File: src/rtl/circular_counter_32bit.sv
// Modulo-2^WIDTH phase accumulator feeding the sine generator's phase input.
// Emits a one-cycle wrap strobe on each overflow and exports the top phase bits.
module circular_counter_32bit #(
  parameter int unsigned WIDTH = 32,
  parameter int unsigned QBITS = 2
) (
  input  logic             CLK,
  input  logic             SCLR,
  input  logic [WIDTH-1:0] increment_value,
  output logic [WIDTH-1:0] count_out,
  output logic             wrap,
  output logic [QBITS-1:0] quadrant
);

  logic [WIDTH:0] sum;

  always_comb begin
    sum = {1'b0, count_out} + {1'b0, increment_value};
  end

  // Carry out of the WIDTH+1-bit sum becomes the registered wrap strobe.
  always_ff @(posedge CLK or posedge SCLR) begin
    if (SCLR) begin
      count_out <= '0;
      wrap      <= 1'b0;
    end else begin
      count_out <= sum[WIDTH-1:0];
      wrap      <= sum[WIDTH];
    end
  end

  assign quadrant = count_out[WIDTH-1 -: QBITS];

endmodule

File: config.mk
export PLATFORM = sky130hd
export DESIGN_NAME = circular_counter_32bit
export DESIGN_NICKNAME = d
export VERILOG_FILES = /design/src/rtl/circular_counter_32bit.sv
export SDC_FILE = /design/constraint.sdc
export NUM_CORES = 1
export LEC_CHECK = 0
export ABC_AREA = 1
export BUFFER_PORTS_ARGS = -buffer_cell sky130_fd_sc_hd__buf_2
export CORE_ASPECT_RATIO = 0.7
export CORE_UTILIZATION = 56
export CTS_CLUSTER_DIAMETER = 150
export DETAILED_ROUTE_END_ITERATION = 6
export GPL_TIMING_DRIVEN = 0
export MAX_ROUTING_LAYER = met4
export PLACE_DENSITY_LB_ADDON = 0.15
export SYNTH_ARGS = -nofsm -noshare
export SYNTH_HDL_FRONTEND = slang
export SYNTH_SLANG_ARGS = --single-unit
File: constraint.sdc
create_clock -name CLK -period 2.1 [get_ports CLK]
set_input_delay 0.42 -clock CLK [delete_from_list [all_inputs] [get_ports CLK]]
set_output_delay 0.42 -clock CLK [all_outputs]
set_load 0.05 [all_outputs]
== Yosys cells after proc, flatten, opt, wreduce, memory -nomap -nowiden ==
Index checks and enable logic that the tools add are counted.

* Input bits: 34
* Bits in registers: 33
* Output and inout bits: 35
* Logic and storage cells: 3

* Add/subtract/negate cells: 1

{| class="wikitable"
|+ Operators by type and width
! kind !! number
|-
| $add A32 B32 Y33 || 1
|}

== Longest topological paths before layout ==
Gate-level depths: netlist of the first run.

* Depth after elaboration: 1
* Gate-level depth with buffers: 12
* Gate-level depth less buffers: 12

== Worst setup path after synthesis of the first run ==
Ideal clock, no wire load.

* Path type: register to register
* From: register count_out[0]
* To: register count_out[28]
* Period minus slack after synthesis: 2.042 ns
* Path buffers: 0
* Required time: 1.983 ns
* Setup slack: 0.058 ns
* Setup time: 0.117 ns
* Stages on the path, launching flop included: 13
* Data arrival time: 1.925 ns
* Path through: dfrtp_1 > ha_1 > fa_1 > nand3_1 > nand3_1 > nand2_1 > nand2_2 > nand2_2 > nand2_2 > nand2_1 > nand2_1 > nand2_1 > nand2_1

* Word-level cells in the longest chain between the ends: 1

{| class="wikitable"
|+ RTL lines
! what !! line !! RTL
|-
| start: declaration || 10 || <nowiki>output logic [WIDTH-1:0] count_out,</nowiki>
|-
| start signal: assignment || 27 || <nowiki>count_out <= sum[WIDTH-1:0];</nowiki>
|-
| $add A32 B32 Y33 || 18 || <nowiki>sum = {1'b0, count_out} + {1'b0, increment_value};</nowiki>
|-
| named net sum[28] || 15 || <nowiki>logic [WIDTH:0] sum;</nowiki>
|}

The timed path passes the listed nets, and every way through them passes these cells.

== Worst setup path in the final report of the first run ==
Ends and elaborated chain as after synthesis.

==> results.ini, run 1 <==
[logic_synthesis]
synth_nets=608
yosys_most_used_dff=dfrtp_1
syn_area_um2=3270
ys_top_cells_by_area=nand2_1 (26%), dfrtp_1 (25%), inv_1 (13%)
synth_top_area_cell=nand2_1
syn_inst=541
synth-edff-count=0
synth_top_area_share_pct=25.6
synth-seq-cells=33
ys_top_cells_by_count=nand2_1 (223), inv_1 (115), nor2_1 (35), dfrtp_1 (33), ha_1 (32)
synth-warning-count=0
ys_seq_area_share_pct=25.3
synth_most_common_cell=nand2_1
syn_area_per_cell_um2=6.04
synthArstFlopShare_pct=100
synth.distinct_cells=23

[flow_run]
maxCapViolations=0

[clock_network]
holdBufCountCts=0
cts_tree=built
h-tree-depth=2
cts_buffers=5
cts_sinks=33
cts_root_buf=clkbuf_8
path_clk_slew_ns=0.07
clk_latency_ns=0.29
cts_buffer_depth=2

[timing]
final.period_utilization_pct=93.2
slew_violations=0
timing.hold.ws_ns=0.247
setup_violations=0
max_freq_mhz=511
finalHoldViolations=0
setup_ws_ns=0.142
slew_headroom_pct=51.2
skew_ns=0.00712
fin_crit_ns=1.96
worst_pin_slew_ns=0.731

[final_layout]
nets=685
multi_input_area_um2=1990
ff_latch_area_um2=826
drive_gt1_share_pct=17.3
fill_cells=497
area_delta_synth_final_pct=17.3
antennaDiodeCount=0

[floorplanning]
ios=69
start_util_pct=60.3
rows=22
die_w_um=93.3
die-area_um2=6150
core_um2=5420
die_h_um=65.9

[critical_path]
worstReg2RegStart=count_out[0]
path_cells=ha_2 > fa_2 > nand3_1 > nand3_1 > nand2_1 > nand2_2 > nand2_2 > nand2_2 > nand2_1 > nand2_1 > nand2_1 > nand2_1
reg2reg_depth=12
r2r_slack_ns=0.14
crit_path_frequent_cell=nand2_1
path_delay_family=simple AND/OR/NAND/NOR gates
worst-path-max-fanout=4
critPathLaunchType=register
required_ns=2.28
worstReg2RegEnd=count_out[28]
end_kind=register
cp_slowest_cell=fa_2
cp_num_buf_inv=0
max_stage_delay_ns=0.41
path_class=reg -> reg
cp.arrival_ns=2.14

[routing]
via_count=3453
drc=0
drt_first_pass_iters=5
drt-vias-per-instance=5.00
routed_wirelength_um=8600
detail-route-antenna-nets=0
wl_per_cell_um=12.4
detail_route.iter0.violations=179

[global_route]
track_usage_pct=30.7
grt_max_degree=34
grt_pass1_wl_um=14000
grt_overflow_total=0
first_global_vias=3033
antenna_found_initial=0

[status]
status=finished, final reports clean

[placement]
gp_congestion=0.926
numPortBuffers=68
dpl.hpwl_um=7100
place_ws_ns=-0.100

[min_path]
hp-class=in -> async

## cell families after synthesis
family / share of synthesized area (%)
compound gates: 3.83
xor+xnor: 4.02
fa+ha+maj: 12.9
buf+inv: 14.0
flops: 25.3
simple gates: 40.0
## state kept, by name (all words and copies together) (netlist names)
signal	count
wrap	1
count_out	32
## placed cells by master, fill, tap and decap left out
master	instances
fa_2	1
or2_4	1
inv_2	4
buf_4	4
buf_2	68
nand3_2	3
a21o_1	1
nand4_1	3
inv_1	114
nand2_2	14
o21ai_0	1
clkbuf_1	1
ha_2	1
nand3_1	26
nand2_1	223
a21oi_1	21
and3_1	1
xnor2_1	1
ha_1	31
nor3_1	5
dfrtp_1	33
xor2_1	14
clkbuf_8	6
nor2_2	4
bufinv_16	1
o21bai_1	1
nor2_1	35
nand3b_1	1
## metrics by stage
stage | setup TNS, ns | area [µm²] | instances | util (%)
2_1_floorplan | 0 | 3270 | 541 | -
3_3_place_gp | -0.333 | 3700 | 681 | 68.2
3_5_place_dp | -0.430 | 3700 | 681 | 68.2
4_1_cts | 0 | 3810 | 689 | 70.4
5_1_grt | -0.00584 | 3830 | 691 | 70.7
6_report | 0 | 3830 | 691 | 70.7
## repair_timing
item                       in CTS  in global routing
gates resized for setup         0                  2
hold endpoints to repair        0                  0
buffers inserted                0                  2
setup endpoints to repair       0                  5
## layer usage
layer / up-vias / global-route usage [%] / part of all wire (%)
li1: 1781 / - / -
met4: 0 / 6.92 / 1.0
met1: 1514 / 46.4 / 51
met2: 145 / 42.7 / 39
met5: - / - / 0
met3: 13 / 4.71 / 9.1
## worst reg2reg max path, stage by stage (launching register included)
cell and delay [ns]:
dfrtp_1 0.38, ha_2 0.20, fa_2 0.41, nand3_1 0.10, nand3_1 0.15, nand2_1 0.13
nand2_2 0.10, nand2_2 0.08, nand2_2 0.07, nand2_1 0.08, nand2_1 0.05, nand2_1 0.06
nand2_1 0.04
## how the worst max path moves through the flow
stage	to	cells after the start	slack [ns]	from
2_1_floorplan	count_out[28]	12	0.06	count_out[0]
3_3_place_gp	count_out[28]	13	-0.08	increment_value[0]
3_5_place_dp	count_out[28]	13	-0.1	increment_value[0]
4_1_cts	count_out[28]	12	0.04	count_out[0]
5_1_grt	count_out[20]	12	-0.006	count_out[0]
6_report	count_out[28]	12	0.14	count_out[0]
## area by class of cell
type | count | share of cell area (%)
Multi-Input combinational cell | 388 | 51.9
Sequential cell | 33 | 21.5
Inverter | 118 | 11.5
Timing Repair Buffer | 70 | 9.27
Tap cell | 72 | 2.35
Clock buffer | 7 | 2.25
Clock inverter | 1 | 0.783
Buffer | 2 | 0.392
Power of run 1 is not shown: default switching activity piles up to over one toggle a cycle in this logic, so the estimate is an artifact.
==> inputs of run 2 (changes only) <==
--- a/config.mk
+++ b/config.mk
@@ -8,10 +8,9 @@
 export ABC_AREA = 1
 export BUFFER_PORTS_ARGS = -buffer_cell sky130_fd_sc_hd__buf_2
 export CORE_ASPECT_RATIO = 0.7
-export CORE_UTILIZATION = 56
+export CORE_UTILIZATION = 50
 export CTS_CLUSTER_DIAMETER = 150
 export DETAILED_ROUTE_END_ITERATION = 6
-export GPL_TIMING_DRIVEN = 0
 export MAX_ROUTING_LAYER = met4
 export PLACE_DENSITY_LB_ADDON = 0.15
 export SYNTH_ARGS = -nofsm -noshare
==> run 2 against run 1 <==
Against the previous run: first-iteration DRC count grew 13%; critical path depth unchanged; via count down 2.5%; sequential cell count unchanged; routed wire length increased by 1.2%.
==> results.ini, run 2 (same netlist as run 1, synthesis figures left out) <==
[clock_network]
cts_tree=built
h-tree-depth=2  ; unchanged
cts_root_buf=clkbuf_8
cts_sinks=33  ; unchanged
path_clk_slew_ns=0.08  ; about the same
cts_setup_buffers=0  ; unchanged
clk_latency_ns=0.30  ; about the same
cts_buffer_depth=2  ; unchanged
cts_buffers=5  ; unchanged

[timing]
slew_violations=0  ; unchanged
max_freq_mhz=522  ; +2.1%
finalHoldViolations=0  ; unchanged
worst_pin_slew_ns=0.435  ; -0.296 ns
rsz0062_at_grt=no
slew_headroom_pct=71.0  ; +20 points
setup_violations=0  ; unchanged
skew_ns=0.0104  ; +0.00332 ns
fin_crit_ns=1.92  ; -0.0410 ns
final.period_utilization_pct=91.3  ; -2.0 points

[critical_path]
required_ns=2.30  ; +0.02 ns
crit_path_frequent_cell=nand2_1
worst-path-max-fanout=4  ; unchanged
worstReg2RegEnd=count_out[28]
path_cells=ha_1 > fa_2 > nand3_1 > nand3_1 > nand2_1 > nand2_2 > nand2_2 > nand2_2 > nand2_1 > nand2_1 > nand2_1 > nand2_1
worstReg2RegStart=count_out[0]
r2r_slack_ns=0.18  ; +0.04 ns
max_stage_delay_ns=0.40  ; about the same
cp_slowest_cell=dfrtp_1
path_class=reg -> reg
reg2reg_depth=12  ; unchanged
cp.arrival_ns=2.11  ; -0.03 ns
critPathLaunchType=register
end_kind=register

[placement]
gp_congestion=0.956  ; +3.2%
dpl.hpwl_um=7360  ; +3.6%
numPortBuffers=68  ; unchanged

[routing]
via_count=3368  ; -2.5%
routed_wirelength_um=8700  ; +1.2%
drt_first_pass_iters=5  ; unchanged
dr_wl_met2_um=3270  ; -1.8%
routed-wl-met3_um=819  ; +4.6%
drc=0  ; unchanged
met1_length_um=4560  ; +3.7%
top_layer=met4
detail_route.iter0.violations=202  ; +13%
drt-vias-per-instance=4.84  ; -3.2%
detail-route-antenna-nets=0  ; unchanged
wl_per_cell_um=12.5  ; +0.49%

[final_layout]
final_common_cell=nand2_1
top_register=count_out
antennaDiodeCount=0  ; unchanged
final_cell_mix=nand2_1 (223), inv_1 (115), buf_2 (68)
drive_gt1_share_pct=17.0  ; -0.30 points
area_delta_synth_final_pct=16.3
fill_cells=630  ; +27%
finish.utilization_pct=60.6  ; -10 points
top_regs=count_out (32), wrap (1)
nets=684  ; -0.15%
largest_reg_flops=32  ; unchanged

[floorplanning]
core_um2=6280  ; +16%
die-area_um2=6870  ; +12%
die_w_um=98.6  ; +5.7%
start_util_pct=52.1  ; -8.2 points
ios=69  ; unchanged
rows=24  ; +9.1%
die_h_um=69.6  ; +5.7%

[global_route]
first_global_vias=2992  ; -1.4%
track_usage_pct=27.8  ; -2.9 points
grt_overflow_total=0  ; unchanged
grt_max_degree=34  ; unchanged
grt_pass1_wl_um=14300  ; +2.2%
antenna_found_initial=0  ; unchanged

[flow_run]
maxCapViolations=0  ; unchanged

[status]
status=finished, final reports clean

[min_path]
hp-class=in -> async

## run 2: cell types whose count changed in the layout (fill, tap and decap cells not counted), sizes merged
cell / previous run / this run
clkinv: 0 / 2
buf: 72 / 71
bufinv: 1 / 0
clkinvlp: 0 / 1
clkbuf: 7 / 5
## run 2: through the flow
stage | cell area [µm²] | setup TNS, ns | hold WS [ns] | setup WS [ns] | cells
after global routing | 3800 | 0 | 0.252 | 0.0530 | 696
after CTS | 3800 | 0 | 0.222 | 0.107 | 696
after global placement | 3710 | 0 | 0.479 | 0.0861 | 688
final | 3800 | 0 | 0.201 | 0.183 | 696
after floorplan | 3270 | 0 | 0.549 | 0.0584 | 541
after detailed placement | 3710 | -0.0209 | 0.519 | -0.0209 | 688
## run 2: worst max-delay path by stage
stage | startpoint | to | cells past startpoint
floorplan | count_out[0] | count_out[28] | 12
global placement | increment_value[0] | count_out[28] | 13
detailed placement | increment_value[0] | count_out[28] | 13
CTS | count_out[0] | count_out[28] | 12
global route | count_out[0] | count_out[28] | 12
finish | count_out[0] | count_out[28] | 12
## run 2: routing by layer
| metal | GRT usage, % | up-vias |
|---|---|---|
| met2 | 37.2 | 125 |
| met1 | 42.6 | 1468 |
| met4 | 4.31 | 0 |
| met5 | - | - |
| met3 | 6.45 | 7 |
| li1 | - | 1768 |
## run 2: worst max-delay path: cells and delay by family (launching register included)
kind	cells	cell delay, ns
and+or+nand+nor	10	0.80
adders and majority gates	2	0.62
DFF	1	0.40
## run 2: repair_timing
action | 4_1_cts | 5_1_grt
hold buffers | 0 | 0
resized for setup | 0 | 1
setup endpoints to repair | 0 | 1
## run 2: layout make-up
type / instances / area (µm²) / area share, %
Inverter: 118 / 443 / 11.6
Timing Repair Buffer: 71 / 363 / 9.54
Clock buffer: 5 / 68.8 / 1.81
Tap cell: 78 / 97.6 / 2.57
Sequential cell: 33 / 826 / 21.7
Clock inverter: 3 / 17.5 / 0.461
Multi-Input combinational cell: 388 / 1990 / 52.3
Power of run 2 is left out for the same reason.
==> inputs of run 3 (changes only) <==
--- a/config.mk
+++ b/config.mk
@@ -6,11 +6,11 @@
 export NUM_CORES = 1
 export LEC_CHECK = 0
 export ABC_AREA = 1
-export BUFFER_PORTS_ARGS = -buffer_cell sky130_fd_sc_hd__buf_2
 export CORE_ASPECT_RATIO = 0.7
-export CORE_UTILIZATION = 50
+export CORE_UTILIZATION = 30
 export CTS_CLUSTER_DIAMETER = 150
 export DETAILED_ROUTE_END_ITERATION = 6
+export DONT_BUFFER_PORTS = 1
 export MAX_ROUTING_LAYER = met4
 export PLACE_DENSITY_LB_ADDON = 0.15
 export SYNTH_ARGS = -nofsm -noshare
==> run 3 against run 2 <==
Against the previous run: worst hold slack got worse by 0.084 ns; register-to-register slack improved by 0.04 ns; clock skew shrank 0.0055 ns; critical path depth did not move; via count decreased by 5.0%; critical path type unchanged.
==> results.ini, run 3 (same netlist as run 1, synthesis figures left out) <==
[status]
status=finished, final reports clean

[critical_path]
reg2reg_depth=12  ; unchanged
crit_path_frequent_cell=nand2_1
cp_slowest_cell=fa_2
path_delay_family=simple AND/OR/NAND/NOR gates
max_stage_delay_ns=0.40  ; about the same
worst-path-max-fanout=4  ; unchanged
required_ns=2.28  ; -0.02 ns
path_class=reg -> reg
critPathLaunchType=register
worstReg2RegStart=count_out[0]
cp.arrival_ns=2.06  ; -0.05 ns
path_cells=ha_1 > fa_2 > nand3_1 > nand3_1 > nand2_1 > nand2_2 > nand2_2 > nand2_2 > nand2_1 > nand2_1 > nand2_1 > nand2_1
cp_num_buf_inv=0  ; unchanged
r2r_slack_ns=0.22  ; +0.04 ns
end_kind=register
worstReg2RegEnd=count_out[28]

[placement]
dpl.hpwl_um=8060  ; +9.5%
place_ws_ns=0.101  ; +0.122 ns
gp_congestion=0.907  ; -5.2%
numPortBuffers=0  ; -100%

[global_route]
grt_max_degree=34  ; unchanged
grt_overflow_total=0  ; unchanged
grt_pass1_wl_um=15300  ; +6.8%
first_global_vias=3005  ; +0.43%
antenna_found_initial=0  ; unchanged
track_usage_pct=18.7  ; -9.1 points

[routing]
routed-wl-met3_um=622  ; -24%
drc=0  ; unchanged
detail_route.iter0.violations=229  ; +13%
via_count=3199  ; -5.0%
routed_wirelength_um=9540  ; +9.6%
top_layer=met4
drt-vias-per-instance=4.49  ; -7.3%
wl_per_cell_um=13.4  ; +7.0%
drt_first_pass_iters=4  ; -1
met1_length_um=5330  ; +17%
dr_wl_met2_um=3440  ; +5.2%
detail-route-antenna-nets=0  ; unchanged

[floorplanning]
die_h_um=89.3  ; +28%
ios=69  ; unchanged
die-area_um2=11300  ; +65%
start_util_pct=31.2  ; -21 points
core_um2=10500  ; +67%
rows=31  ; +29%
die_w_um=127  ; +29%

[timing]
setup_ws_ns=0.221  ; +0.0372 ns
setup_violations=0  ; unchanged
rsz0062_at_grt=no
final.period_utilization_pct=89.5  ; -1.8 points
fin_tns_setup_ns=0  ; unchanged
worst_pin_slew_ns=0.495  ; +0.0600 ns
slew_violations=0  ; unchanged
skew_ns=0.00495  ; -0.00549 ns
fin_crit_ns=1.88  ; -0.0372 ns
finalHoldViolations=0  ; unchanged
max_freq_mhz=532  ; +2.0%
slew_headroom_pct=67.0  ; -4.0 points

[clock_network]
cts_buffers=5  ; unchanged
cts_tree=built
h-tree-depth=2  ; unchanged
cts_sinks=33  ; unchanged
holdBufCountCts=0  ; unchanged
path_clk_slew_ns=0.06  ; -0.02 ns
cts_root_buf=clkbuf_16
cts_buffer_depth=2  ; unchanged
clk_latency_ns=0.29  ; about the same

[final_layout]
ff_latch_area_um2=826  ; unchanged
area_delta_synth_final_pct=17.3
nets=647  ; -5.4%
top_regs=count_out (32), wrap (1)
antennaDiodeCount=0  ; unchanged
fill_cells=1177  ; +87%
multi_input_area_um2=1990  ; unchanged
largest_reg_flops=32  ; unchanged
final_common_cell=nand2_1
drive_gt1_share_pct=11.7  ; -5.3 points
final_cell_mix=nand2_1 (223), inv_1 (115), nor2_1 (35)
top_register=count_out

[min_path]
hp-class=in -> async

[flow_run]
maxCapViolations=0  ; unchanged

==> run 3: changes by cell type in the layout (fill, tap and decap cells not counted), sizes merged <==
| cell | delta |
|---|---|
| buf | -37 |
| clkinv | -1 |
| clkinvlp | -1 |
| clkbuf | +2 |
==> run 3: through the flow <==
step	area, µm²	hold slack, ns	util, %	std cells
6_report	3830	0.117	36.6	713
5_1_grt	3830	0.182	36.6	713
4_1_cts	3830	0.157	36.6	713
3_5_place_dp	3670	0.468	35.1	705
3_3_place_gp	3670	0.463	35.1	705
2_1_floorplan	3270	0.549	-	541
==> run 3: how the worst max path moves through the flow <==
stage,startpoint,to,slack (ns),depth (start not counted)
global placement,increment_value[0],count_out[28],0.14,12
floorplan,count_out[0],count_out[28],0.06,12
global route,count_out[14],count_out[24],0.06,9
detailed placement,increment_value[0],count_out[28],0.10,12
CTS,count_out[0],count_out[28],0.13,12
finish,count_out[0],count_out[28],0.22,12
==> run 3: layout make-up <==
type                       count  share of cell area, %
clock buffer                   7                   3.98
clock inverter                 1                  0.131
inverter                     118                   11.6
multi-input combinational    388                   51.8
sequential                    33                   21.5
tap                          132                   4.31
timing repair buffer          34                   6.66
==> run 3: repair_timing <==
item                                    4_1_cts  5_1_grt
gates resized for setup                       0        1
endpoints found under the setup margin        0        2
setup buffers                                 0        0
==> run 3: worst register-to-register path: cells and delay by family (launching register included) <==
family / cells / cell delay [ns]
AND/OR/NAND/NOR: 10 / 0.76
flip-flops: 1 / 0.38
adder cells (fa/ha/maj): 2 / 0.63
==> run 3: per-layer routing <==
layer / vias to the layer above / global-route usage, %
li1: 1697 / -
met1: 1412 / 27.8
met2: 82 / 24.9
met3: 8 / 3.65
met4: 0 / 5.52
met5: - / -
Power of run 3 is left out for the same reason.
